## config.mk

```make
export PLATFORM = sky130hd
export DESIGN_NAME = ifetch_stage
export DESIGN_NICKNAME = d
export VERILOG_FILES = /design/src/rtl/ifetch_stage.sv
export SDC_FILE = /design/constraint.sdc
export NUM_CORES = 1
export LEC_CHECK = 0
export CORE_AREA = 5 5 215 217
export CTS_BUF_LIST = sky130_fd_sc_hd__clkbuf_4
export DETAILED_ROUTE_END_ITERATION = 10
export DIE_AREA = 0 0 220 222
export PLACE_DENSITY = 0.74
export SETUP_SLACK_MARGIN = 0.3
export SYNTH_ARGS = -nofsm -noshare
export SYNTH_HDL_FRONTEND = slang
export SYNTH_SLANG_ARGS = --single-unit
```

## constraint.sdc

```tcl
create_clock -name clk -period 2.15 [get_ports clk]
set_input_delay 0.5375 -clock clk [delete_from_list [all_inputs] [get_ports clk]]
set_output_delay 0.5375 -clock clk [all_outputs]
set_load 0.01 [all_outputs]
```

## src/rtl/ifetch_stage.sv

```systemverilog
// ifetch_stage
//   Instruction fetch stage. Owns the program counter, presents it to the
//   combinational instruction memory, and captures the returned word (or a
//   fetch exception) into a 2-entry buffer drained by decode over valid/ready.
//   A redirect reloads the PC, clears the halt state and flushes the buffer.
//
// Ports
//   clk, rst            rising-edge clock, asynchronous active-low reset
//   redirect_en/_pc     load a new fetch target and flush the buffer
//   imem_addr           fetch address (always the current PC)
//   imem_instr          instruction word for imem_addr, same cycle
//   imem_exc_en/_code/_val  access fault for imem_addr, same cycle
//   out_valid/out_ready decode handshake
//   out_pc/_instr/_exc_en/_exc_code/_exc_val  head buffer entry
module ifetch_stage #(
  parameter logic [63:0] RESET_PC  = 64'h0,
  parameter logic [31:0] NOP_INSTR = 32'h00000013
) (
  input  logic        clk,
  input  logic        rst,
  input  logic        redirect_en,
  input  logic [63:0] redirect_pc,
  output logic [63:0] imem_addr,
  input  logic [31:0] imem_instr,
  input  logic        imem_exc_en,
  input  logic [3:0]  imem_exc_code,
  input  logic [63:0] imem_exc_val,
  output logic        out_valid,
  input  logic        out_ready,
  output logic [63:0] out_pc,
  output logic [31:0] out_instr,
  output logic        out_exc_en,
  output logic [3:0]  out_exc_code,
  output logic [63:0] out_exc_val
);

  logic [63:0] pc_q;
  logic        halt_q;
  logic [1:0]  count_q;
  logic        head_q;
  logic        tail_q;

  logic [63:0] ent_pc       [2];
  logic [31:0] ent_instr    [2];
  logic        ent_exc_en   [2];
  logic [3:0]  ent_exc_code [2];
  logic [63:0] ent_exc_val  [2];

  logic        pop;
  logic        push;
  logic        misaligned;
  logic        push_exc;
  logic [31:0] push_instr;
  logic [3:0]  push_code;
  logic [63:0] push_val;

  assign imem_addr = pc_q;
  assign out_valid = (count_q != 2'd0);

  always_comb begin
    pop  = out_valid & out_ready & ~redirect_en;
    // A full buffer may still accept when the head leaves in the same cycle.
    push = ~redirect_en & ~halt_q & ((count_q != 2'd2) | pop);

    // Misalignment outranks any fault reported by the memory.
    misaligned = (pc_q[1:0] != 2'b00);
    push_exc   = misaligned | imem_exc_en;
    push_instr = push_exc ? NOP_INSTR : imem_instr;
    push_code  = '0;
    push_val   = '0;
    if (misaligned) begin
      push_code = 4'd0;
      push_val  = pc_q;
    end else if (imem_exc_en) begin
      push_code = imem_exc_code;
      push_val  = imem_exc_val;
    end
  end

  always_comb begin
    out_pc       = '0;
    out_instr    = NOP_INSTR;
    out_exc_en   = 1'b0;
    out_exc_code = '0;
    out_exc_val  = '0;
    if (out_valid) begin
      out_pc       = ent_pc[head_q];
      out_instr    = ent_instr[head_q];
      out_exc_en   = ent_exc_en[head_q];
      out_exc_code = ent_exc_code[head_q];
      out_exc_val  = ent_exc_val[head_q];
    end
  end

  always_ff @(posedge clk or negedge rst) begin
    if (!rst) begin
      pc_q    <= RESET_PC;
      halt_q  <= 1'b0;
      count_q <= '0;
      head_q  <= 1'b0;
      tail_q  <= 1'b0;
      for (int unsigned i = 0; i < 2; i++) begin
        ent_pc[i]       <= '0;
        ent_instr[i]    <= NOP_INSTR;
        ent_exc_en[i]   <= 1'b0;
        ent_exc_code[i] <= '0;
        ent_exc_val[i]  <= '0;
      end
    end else if (redirect_en) begin
      // Flush drops every entry, including a head being accepted this cycle.
      pc_q    <= redirect_pc;
      halt_q  <= 1'b0;
      count_q <= '0;
      head_q  <= 1'b0;
      tail_q  <= 1'b0;
    end else begin
      if (pop) begin
        head_q <= ~head_q;
      end
      if (push) begin
        ent_pc[tail_q]       <= pc_q;
        ent_instr[tail_q]    <= push_instr;
        ent_exc_en[tail_q]   <= push_exc;
        ent_exc_code[tail_q] <= push_code;
        ent_exc_val[tail_q]  <= push_val;
        tail_q               <= ~tail_q;
        if (push_exc) begin
          halt_q <= 1'b1;
        end else begin
          pc_q <= pc_q + 64'd4;
        end
      end
      case ({push, pop})
        2'b10:   count_q <= count_q + 2'd1;
        2'b01:   count_q <= count_q - 2'd1;
        default: count_q <= count_q;
      endcase
    end
  end

endmodule

```

# --- Yosys cells after proc, flatten, opt, wreduce, memory -nomap -nowiden ---
# Cells that the tools add are included.
word_totals:
  regBits: 399
  inputBits: 169
op_classes:
  add_sub_neg: 3
  magnitude_cmp: 3
  n_eq_ne: 4
  n_mux: 50
  bitwise: 12
  reduce_logical: 10
op_table:
  columns: ["cell", "count"]
  rows:
  - ["$mux 64", 14]
  - ["$bwmux 128", 2]
  - ["$mux 32", 6]
  - ["$add 64x3->64 const B", 1]
  - ["$bwmux 64", 1]
  - ["$demux 64 s1", 1]
  - ["$demux 32 s1", 1]
  - ["$mux 4", 7]
  - ["$mux 1", 12]
  - ["$reduce_bool 2->1", 5]
  - ["$bwmux 8", 1]
  - ["$reduce_and 2->1", 3]
  - ["$and 1x1->1", 4]
  - ["$demux 4 s1", 1]
  - ["$ge 2x2->1 const B", 2]
  - ["$ne 2x2->1 const B", 2]
  - ["$not 1->1", 4]
  - ["$not 1->2", 2]
  - ["$pmux 2 s2", 1]
  - ["$reduce_bool 3->1", 1]
  - ["$add 2x1->2 const B", 1]
  - ["$bwmux 2", 1]
  - ["$eq 2x1->1 const B", 1]
  - ["$eq 2x2->1 const B", 1]
  - ["6 further kinds", 7]

# --- Depth between registers and ports, before layout ---
logic_depth:
  depth_word: 8
  ltp_mapped: 8
  depth_no_buf: 6

# --- Worst setup path after synthesis ---
# No wires, ideal clock.
synth_timing:
  kind: "register -> register"
  start: "register pc_q[0], in the netlist imem_addr[0]"
  end: "register pc_q[29], in the netlist imem_addr[29]"
  setup_ns: 0.125
  t_arrival_ns: 2.175
  required_time_ns: 2.025
  setup_slack_ns: -0.149
  stages_incl_launch_ff: 8
  n_path_buf: 2
  cell_sequence: "dfrtp_1 > buf_2 > or4_4 > or3_1 > buf_2 > nor4_1 > xor2_1 > mux2_2"
synth_between:
  elab_chain_cells: 4
  elab_cells_between_ends: 8
synth_rtl:
  columns: ["item", "line_no", "rtl"]
  rows:
  - ["start: declaration", "37", "logic [63:0] pc_q;"]
  - ["start signal: assignment", "111", "pc_q <= redirect_pc;"]
  - ["start signal: assignment", "130", "pc_q <= pc_q + 64'd4;"]
  - ["$add 64x3->64 or $reduce_bool 2->1 (tied branches)", "130, 66", null]
  - ["$mux 64 or $or 1x1->1 (tied branches)", "127, 67", null]
  - ["$mux 64 or $ne 2x2->1 (tied branches)", null, null]
  - ["$mux 64 or $reduce_and 2->1 (tied branches)", null, null]
# Parallel ways exist; a longest one is shown, timed or not. The select of a mux whose other input is x is not followed.
# A chain may end at the register's enable or synchronous reset.

# --- Final worst setup path ---
layout_timing:
  start: "register head_q"
  end: "output port out_pc[53]"
layout_between:
  elab_chain_cells: 5
layout_rtl:
  columns: ["item", "line_no", "rtl"]
  rows:
  - ["start: declaration", "40", "logic head_q;"]
  - ["start signal: assignment", "118", "head_q <= ~head_q;"]
  - ["$not 1->2 (implied by the code)", "87", "out_pc = ent_pc[head_q];"]
  - ["$mux 64 (implied by the code) (3 in series)", "87", null]
  - ["$mux 64", "86", "if (out_valid) begin"]
  - ["end: declaration", "30", "output logic [63:0] out_pc,"]
# Every way passes these cells. The select of a mux whose other input is x is not followed.

==> impl_metrics.ini <==
[synth]
postSynthCellCount = 2271
yosysWarningCount = 0
post_synth_num_cell_types = 55
syn_area_sq_um = 19530
synth_seq_cells = 399
syn_nets = 2441
synthFlopType = sky130_fd_sc_hd__dfrtp_1
synth-edff-count = 0
async_set_reset_flop_share_out_of_synthesis_pct = 100.0
synth-seq-area-share_pct = 51.15
postSynthAreaPerCell_sq_um = 8.601

[global_routing]
global_route_wire_length_before_repair_um = 106500
grt_use_total_pct = 27.29
grt_antenna_before_repair = 10
grt_max_degree = 112
grt_overflow = 0
grt_pass1_vias = 19370

[detailed_routing]
routed_via_density = 5.515
postRouteAntennaNets = 0
drc_errors = 0
route.detailed.wl_per_inst_um = 20.16
drt_wl_total_um = 71000
routed_via_count = 19430
firstDrtPassIters = 7
drt_iter0_drc = 1784

[worst_setup_path]
cpMaxStageDelayCell = sky130_fd_sc_hd__dfrtp_4
startpoint_type = flop
cp_data_required_time_ns = 1.61
worst_ep_arrival_time_ns = 2.20
crit_type = reg -> out
critical_path_cell_by_cell = clkbuf_16 > buf_6 > buf_12 > mux2i_1 > nor2_1 > buf_2
critical_path.top_delay_family = buffers and inverters
worst_path_largest_cell_delay_ns = 0.52
critical_path.max_fanout = 7
worstSetupEndpointType = output port
critical_path.n_buffers_inverters = 4

[floorplan]
fp.dieW_um = 220
initial_cell_density_of_the_core_pct = 44.46
fp-row-count = 77
io_pins = 399
die_h_um = 222
placeableCoreArea_sq_um = 43930
die_area_sq_um = 48840

[cells_and_area]
layout.cells.most_common_list = 601 x sky130_fd_sc_hd__nand2_1, 390 x sky130_fd_sc_hd__dfrtp_1, 228 x sky130_fd_sc_hd__clkdlybuf4s50_1
nNetsFinal = 3027
final_core_util_pct = 64.42
areaGrowthSynthToFinish_pct = 44.88
layout-drive-gt1-share_pct = 25.38
layout.cells.most_common = sky130_fd_sc_hd__nand2_1

[timing]
slew_violations = 0
fin_crit_sh_pct = 127.5
tightest_slew_ns = 0.7164
relSlewSlack_pct = 52.24
timing_hold_violations_final = 0
unrepaired_setup_endpoints_after_global_routing = true
post-route-min-period_ns = 2.742
finalHoldWorstSlack_ns = 0.1145
final_worst_setup_slack_ns = -0.5919
setup_viol_count_final = 382
worst_clock_skew_ns = 0.05540
maxClockFrequency_ghz = 0.3647

[clock_tree]
cts-buffers-inserted = 105
clk_root_buffer_cell = sky130_fd_sc_hd__clkbuf_4
cts.htree.levels = 3
cts.sink_count = 399
tritoncts = built
insertion_delay_ns = 0.81
cts_max_path_buffers = 3
cts_clk_pin_slew_worst_paths_ns = 0.06

[power]
max-vdd-ir-drop_mv = 0.4833
power_density_nw_per_um2 = 824.0
leakage_uw = 0.01295

[placement]
preCtsSetupSlack_ns = -0.6785
place.port_buffers = 398
dpl.hpwl_um = 46340
gp_routability_congestion = 0.8489

[min_path]
min_path_type = in -> reg

[run]
drv.max_cap_violation_count = 0

[status]
violations = setup timing
run_status = finished with violations
==> flip-flops by register name (all words and copies together), names as in the netlist <==
signal	cells
imem_addr	64
head_q	1
ent_pc	128
ent_instr	64
ent_exc_en	2
halt_q	1
count_q	2
ent_exc_val	128
ent_exc_code	8
tail_q	1
==> final timing paths <==
kind / start / to / slack (ns) / depth (start not counted)
max: head_q$_DFFE_PN0P_ / out_pc[53] / -0.59 / 6
min: redirect_en / head_q$_DFFE_PN0P_ / 0.11 / 2
max reg2reg: imem_addr[1]$_DFFE_PN0P_ / imem_addr[59]$_DFFE_PN0P_ / -0.23 / 7
min reg2reg: ent_pc[94]$_DFFE_PN0P_ / ent_pc[94]$_DFFE_PN0P_ / 0.47 / 2
max in group asynchronous: rst / ent_exc_val[77]$_DFFE_PN0P_ / 1.05 / 3
min in group asynchronous: rst / ent_instr[51]$_DFFE_PN0P_ / 0.34 / 2
==> metal layers <==
metal	up-vias	wire, um	global-route usage [%]
met3	158	5503	5.886
met1	9470	28300	35.60
met2	915	34940	44.59
met4	12	2171	10.55
met5	-	78	0
li1	8870	-	-
==> timing repair <==
action / 4_1_cts / 5_1_grt
setup buffers: 21 / 34
gates resized for setup: 547 / 369
cloned: 9 / 9
endpoints found under the setup margin: 612 / 622
pin swaps: 23 / 58
hold buffers: 1 / 0
endpoints found under the hold margin: 49 / 0
==> area by class of cell <==
cell class	instances	area [sq um]
well taps	592	740.7
multi-input cells	1675	9609
diodes	3	7.507
clock buffers	146	1096
clock inverters	31	155.1
repair buffers	668	6663
fillers	3536	15630
flip-flops and latches	399	9998
inverters	8	30.03
==> cell usage after synthesis (2+ instances only) <==
library cell,n,area [sq um]
sky130_fd_sc_hd__nand2_1,602,2260
sky130_fd_sc_hd__dfrtp_1,393,9834
sky130_fd_sc_hd__nor2_1,272,1021
sky130_fd_sc_hd__o21ai_0,174,870.8
sky130_fd_sc_hd__mux2i_1,167,1672
sky130_fd_sc_hd__clkbuf_1,144,540.5
sky130_fd_sc_hd__a21oi_1,136,680.7
sky130_fd_sc_hd__and3_1,69,431.7
sky130_fd_sc_hd__nand3_1,36,180.2
sky130_fd_sc_hd__nand4_1,32,200.2
sky130_fd_sc_hd__buf_1,26,97.59
sky130_fd_sc_hd__a31oi_1,22,137.6
sky130_fd_sc_hd__or4_1,20,150.1
sky130_fd_sc_hd__buf_2,17,85.08
sky130_fd_sc_hd__xor2_1,16,140.1
sky130_fd_sc_hd__nor4_1,15,93.84
sky130_fd_sc_hd__o31ai_1,15,112.6
sky130_fd_sc_hd__xnor2_1,15,131.4
sky130_fd_sc_hd__or3_1,13,81.33
sky130_fd_sc_hd__nor3_1,11,55.05
sky130_fd_sc_hd__nor2b_1,8,50.05
sky130_fd_sc_hd__inv_1,7,26.28
sky130_fd_sc_hd__dfstp_2,6,157.7
sky130_fd_sc_hd__mux2_2,4,45.04
sky130_fd_sc_hd__o21ai_1,4,20.02
sky130_fd_sc_hd__a22oi_1,3,22.52
sky130_fd_sc_hd__and2_1,3,18.77
sky130_fd_sc_hd__and4_1,3,26.28
sky130_fd_sc_hd__nand2b_1,3,18.77
sky130_fd_sc_hd__nor4_2,3,37.54
sky130_fd_sc_hd__a221o_1,2,20.02
sky130_fd_sc_hd__a22o_1,2,17.52
sky130_fd_sc_hd__buf_6,2,22.52
sky130_fd_sc_hd__nor4_4,2,42.54
sky130_fd_sc_hd__o211ai_1,2,15.01
sky130_fd_sc_hd__o31a_1,2,17.52
sky130_fd_sc_hd__or2_2,2,12.51
==> metrics by stage <==
| step | area [sq um] | std cells | power (uW) | TNS [ns] |
|---|---|---|---|---|
| after floorplan | 19860 | 2271 | 13060 | -0.5107 |
| after global placement | 25630 | 3268 | 15740 | -164.67 |
| after detailed placement | 25630 | 3268 | 16030 | -171.57 |
| after CTS | 27040 | 3476 | 22570 | -124.73 |
| after global routing | 28300 | 3522 | 24670 | -153.47 |
| final | 28300 | 3522 | 23320 | -104.38 |
==> cells by family after synthesis <==
| family | Yosys count | synth area share, % |
|---|---|---|
| compound gates | 366 | 9.980 |
| xor+xnor | 31 | 1.390 |
| fa+ha+maj | 1 | 0.06404 |
| buf+inv | 197 | 3.971 |
| flops | 399 | 51.15 |
| mux | 171 | 8.788 |
| simple gates | 1106 | 24.65 |
==> where the power goes <==
| group | internal [uW] | switching, uW |
|---|---|---|
| Combinational | 3220 | 3610 |
| Sequential | 9110 | 970 |
| Clock | 3230 | 3180 |
| Total | 15600 | 7760 |
(Power assumes the default switching activity.)
